### src/rtl/cpu_pkg.sv
// Shared CPU package: PC-source and PC-stage state encodings,
// the default reset vector and a small alignment helper.
package cpu_pkg;

  typedef enum logic [1:0] {
    PCSRC_SEQ = 2'b00,
    PCSRC_BR  = 2'b01,
    PCSRC_J   = 2'b10,
    PCSRC_JR  = 2'b11
  } pcSrcE;

  typedef enum logic [1:0] {
    ST_BOOT = 2'b00,
    ST_RUN  = 2'b01,
    ST_HALT = 2'b10
  } stateE;

  localparam logic [31:0] RESET_PC_DEFAULT = 32'h0000_0000;

  function automatic logic isAligned(
    input logic [31:0] addr
  );
    return addr[1:0] == 2'b00;
  endfunction

endpackage

### src/rtl/next_pc_mux.sv
// Next-PC mux: computes PC+4 and picks seq/branch/jump/jr target.
// Ports: pc, imExtend, jumpAddr, regRs, pcSrc in; nextPc, pc4 out.
module next_pc_mux
  import cpu_pkg::*;
(
  input  logic [31:0] pc,
  input  logic [31:0] imExtend,
  input  logic [25:0] jumpAddr,
  input  logic [31:0] regRs,
  input  logic [1:0]  pcSrc,
  output logic [31:0] nextPc,
  output logic [31:0] pc4
);

  logic [31:0] brOff;
  logic [31:0] brTgt;
  logic [31:0] jTgt;

  assign pc4   = pc + 32'd4;
  // Word offset to byte offset; upper bits drop off mod 2^32.
  assign brOff = {imExtend[29:0], 2'b00};
  assign brTgt = pc4 + brOff;
  assign jTgt  = {pc4[31:28], jumpAddr, 2'b00};

  always_comb begin
    nextPc = pc4;
    unique case (pcSrcE'(pcSrc))
      PCSRC_SEQ: nextPc = pc4;
      PCSRC_BR:  nextPc = brTgt;
      PCSRC_J:   nextPc = jTgt;
      PCSRC_JR:  nextPc = regRs;
      default:   nextPc = pc4;
    endcase
  end

endmodule

### src/rtl/pc_unit.sv
// PC stage: PC register, boot/run/halt control, misaligned trap, retire count.
// Ports: CLK, Reset, PCWre, PCSrc, ImExtend, JumpAddr, RegRs, Halt in;
//        PC, PC4, PCValid, Halted, AddrErr, Retired out.
module pc_unit
  import cpu_pkg::*;
#(
  parameter logic [31:0] RESET_PC = RESET_PC_DEFAULT,
  parameter int          CNT_W    = 32
) (
  input  logic             CLK,
  input  logic             Reset,
  input  logic             PCWre,
  input  logic [1:0]       PCSrc,
  input  logic [31:0]      ImExtend,
  input  logic [25:0]      JumpAddr,
  input  logic [31:0]      RegRs,
  input  logic             Halt,
  output logic [31:0]      PC,
  output logic [31:0]      PC4,
  output logic             PCValid,
  output logic             Halted,
  output logic             AddrErr,
  output logic [CNT_W-1:0] Retired
);

  localparam logic [CNT_W-1:0] CNT_ONE = {{(CNT_W-1){1'b0}}, 1'b1};

  stateE            stateQ;
  stateE            stateD;
  logic [31:0]      pcQ;
  logic [31:0]      pcD;
  logic [CNT_W-1:0] retiredQ;
  logic [CNT_W-1:0] retiredD;
  logic             addrErrQ;
  logic             addrErrD;
  logic [31:0]      nextPc;

  next_pc_mux uMux (
    .pc       (pcQ),
    .imExtend (ImExtend),
    .jumpAddr (JumpAddr),
    .regRs    (RegRs),
    .pcSrc    (PCSrc),
    .nextPc   (nextPc),
    .pc4      (PC4)
  );

  always_ff @(posedge CLK or posedge Reset) begin
    if (Reset) begin
      stateQ   <= ST_BOOT;
      pcQ      <= RESET_PC;
      retiredQ <= '0;
      addrErrQ <= 1'b0;
    end else begin
      stateQ   <= stateD;
      pcQ      <= pcD;
      retiredQ <= retiredD;
      addrErrQ <= addrErrD;
    end
  end

  // Inputs are only looked at in RUN, so BOOT and HALT are
  // immune to whatever (possibly X) the datapath presents.
  always_comb begin
    stateD   = stateQ;
    pcD      = pcQ;
    retiredD = retiredQ;
    addrErrD = addrErrQ;
    unique case (stateQ)
      ST_BOOT: stateD = ST_RUN;
      ST_RUN: begin
        // Halt and PCWre may both be high; halt wins.
        priority case (1'b1)
          Halt: stateD = ST_HALT;
          PCWre && !isAligned(nextPc): begin
            addrErrD = 1'b1;
            stateD   = ST_HALT;
          end
          PCWre: begin
            pcD      = nextPc;
            retiredD = retiredQ + CNT_ONE;
          end
          default: ;
        endcase
      end
      ST_HALT: stateD = ST_HALT;
      default: stateD = ST_HALT;
    endcase
  end

  assign PC      = pcQ;
  assign PCValid = stateQ == ST_RUN;
  assign Halted  = stateQ == ST_HALT;
  assign AddrErr = addrErrQ;
  assign Retired = retiredQ;

endmodule
### config.mk
export PLATFORM = sky130hd
export DESIGN_NAME = pc_unit
export DESIGN_NICKNAME = d
export VERILOG_FILES = /design/src/rtl/cpu_pkg.sv /design/src/rtl/next_pc_mux.sv /design/src/rtl/pc_unit.sv
export SDC_FILE = /design/constraint.sdc
export NUM_CORES = 1
export LEC_CHECK = 0
export CORE_ASPECT_RATIO = 0.75
export CORE_MARGIN = 1
export CORE_UTILIZATION = 28
export CTS_BUF_LIST = sky130_fd_sc_hd__clkbuf_8
export DETAILED_ROUTE_END_ITERATION = 6
export GPL_TIMING_DRIVEN = 0
export MAX_ROUTING_LAYER = met4
export PLACE_DENSITY_LB_ADDON = 0.3
export SYNTH_ARGS = -nofsm -noshare
export SYNTH_HDL_FRONTEND = slang
export SYNTH_HIERARCHICAL = 1
export SYNTH_SLANG_ARGS = --single-unit
### constraint.sdc
create_clock -name CLK -period 4.6 [get_ports CLK]
set_clock_uncertainty 0.2 [all_clocks]
set_input_delay 0.92 -clock CLK [delete_from_list [all_inputs] [get_ports CLK]]
set_output_delay 0.92 -clock CLK [all_outputs]
set_load 0.1 [all_outputs]
==> key figures <==
Run status
  – Status: complete, no violations

Logic synthesis
  – Ranking of synthesized cells by area: dfrtp_1, nand2_1, mux4_2, ha_1, xnor2_1
  – Yosys reg bits: 67
  – Post-Synthesis Cells: 648
  – Syn Area/Cell: 8.99 um2
  – Post-synth ARST share: 100%
  – Cell taking the most area after synthesis: dfrtp_1
  – Count of flip-flops with a built-in enable after synthesis: 0
  – Yosys warns: 6
  – Syn_nets: 780
  – Top FF cell, synth: dfrtp_1
  – Synthesized cell area: 5830 um2
  – Synth top area share: 28.8%
  – Cell variety after synth: 66
  – Post-synthesis sequential area ratio: 28.8%

Global route
  – Vias in the first global route: 5,367
  – Antenna violations before repair: 0
  – Global route overflow: 0
  – Gr usage total: 19.9%
  – Largest net degree at the start of global routing: 68
  – First-pass GRT wire length: 31,400 um

Placement
  – Post-detail-place hpwl: 15,900 um
  – Dpl ws: 0.131 ns
  – Port bufs: 191
  – Placer Congestion: 0.956
  – Placed Area: 8750 um2

Pwr
  – Post-route total power: 0.00340 W
  – Worst IR Drop VDD: 159 uV
  – PwrDens: 379 nW/um2
  – P_leak: 3.93 nW

Cells and area
  – Layout net count: 984
  – Area occupied by multi-input gates: 4530 um2
  – Post-synthesis to final-layout area growth: 54.0%
  – Share of post-route cells with drive strength above 1: 18.6%
  – Sequential cell area: 1700 um2
  – Most frequent cells in the layout: clkdlybuf4s50_1, nand2_1, dfrtp_1
  – Diodes inserted: 0
  – Commonest non-fill, non-tap cell in the layout: clkdlybuf4s50_1
  – Design area: 8970 um2
  – Fill count: 1,972

Floorplan
  – Core ar.: 20,300 um2
  – Top Ports: 195
  – Starting Density: 28.7%
  – DIE AREA: 21,400 um2
  – Chip height: 127 um
  – Die width: 169 um
  – Rows: 45

STA
  – Relative slew slack: 28.3%
  – Final period utilization: 97.4%
  – Slew Viols, Final: 0
  – Tmin final: 4.48 ns
  – Least-Margin Pin Slew: 1.08 ns
  – Fmax: 0.223 GHz
  – Final hold violation count: 0
  – Final worst setup slack: 0.119 ns
  – Setup violations, final: 0
  – RSZ-0062 raised after global routing: false

Setup path
  – Critical path type: register to output port
  – Peak fanout along the critical path: 6
  – Origin of the critical flop-to-flop path: PC[4]
  – FF-to-FF End: PC[31]
  – R2R depth: 18
  – Worst Path Required: 3.48 ns
  – CP startpoint: PC[4]
  – Nature of the critical path startpoint: register
  – R2r setup slk: 0.25 ns
  – Crit. End Element: output port
  – Worst Path Arrival: 3.36 ns

Clock network
  – Num Clock Sinks: 67
  – CTS Root Cell: clkbuf_8
  – CTS Buf Count: 9
  – CTS clock-pin slew for the worst setup and hold paths: 0.08 ns
  – Cts hold-fix bufs: 0
  – CTS max path bufs: 2
  – H-tree levels: 3
  – CTS tree: built
  – Clock Latency Late Sink: 0.36 ns

Min path
  – Hold Path Class: register to register
  – Hold Path Stages: 1
  – Hold path endpoint: AddrErr
  – Hold Crit Start: AddrErr

Detailed routing
  – Via count: 5,795
  – First drt pass iteration count: 5
  – Vias per cell: 5.09
  – Post-DR wirelength/cell: 18.1 um
  – Drt drc: 0
  – Antenna viol nets, final: 0
  – DRT iter0 DRCs: 495
  – Drt total wl: 20,600 um

Job
  – Max Cap Violations: 0
[worst max-delay path by stage]
stage	end	cells past startpoint
after floorplan	PC[27]	14
after global placement	PC4[27]	8
after detailed placement	PC4[27]	8
after CTS	PC4[21]	6
after global routing	PC[24]	15
final	PC4[23]	6
[repair_timing]
action | 4_1_cts | 5_1_grt
buffers inserted | 0 | 2
resized for setup | 8 | 3
endpoints found under the setup margin | 7 | 7
pin swaps | 0 | 1
[power breakdown]
part / leakage [nW] / switching (W) / internal, W / total, W
Combinational: 2.97 / 0.00138 / 0.000671 / 0.00205
Clock: 0.107 / 0.000257 / 0.000304 / 0.000562
Sequential: 0.856 / 0.000134 / 0.000652 / 0.000786
[flip-flops by register name (all words and copies together), names as in the netlist]
signal	cells
AddrErr	1
PC	32
Retired	32
stateQ	2
[kinds of logic after synthesis]
family | Yosys count | synth area share [%]
compound gates | 115 | 14.1
flops | 67 | 28.8
mux | 26 | 8.97
simple gates | 280 | 24.4
fa+ha+maj | 36 | 7.86
xor+xnor | 80 | 12.0
buf+inv | 44 | 3.89
[layer usage]
layer | wire [um] | global-route usage (%)
met5 | 0 | -
met1 | 10000 | 28.9
met2 | 8620 | 28.0
met3 | 1800 | 4.74
met4 | 180 | 3.85
[cell type report]
cell class              count  share of cell area (%)
clock inverters             7                    1.03
repair buffers            194                    21.7
clock buffers               9                    1.38
well taps                 282                    3.93
inverters                  18                   0.781
plain buffers              25                    1.73
multi-input cells         537                    50.5
flip-flops and latches     67                    19.0
[through the flow]
stage / instances / TNS, ns / hold WS (ns) / utilization (%)
floorplan: 648 / -0.167 / 0.264 / -
global route: 1139 / 0 / 0.298 / 44.2
CTS: 1138 / 0 / 0.275 / 44.1
detailed placement: 1122 / 0 / 0.251 / 43.1
finish: 1139 / 0 / 0.270 / 44.2
global placement: 1121 / 0 / 0.238 / 42.9
[cell usage after synthesis, drive strengths merged, types with 18 or more instances]
cell type,n
mux4,21
o21ai,19
nor2,34
xnor2,41
inv,18
xor2,39
dfrtp,67
a21oi,20
nand2,140
nor3,20
ha,35
[critical path, cell delays in order, from the launching register on]
cell and delay [ns]:
dfrtp_2 0.48, nand3_4 0.15, nor4_4 0.58, and2_4 0.28
nand2_4 0.10, xnor2_4 0.22, clkdlybuf4s50_1 1.18
Note: power is estimated with default switching activity, not from simulation.
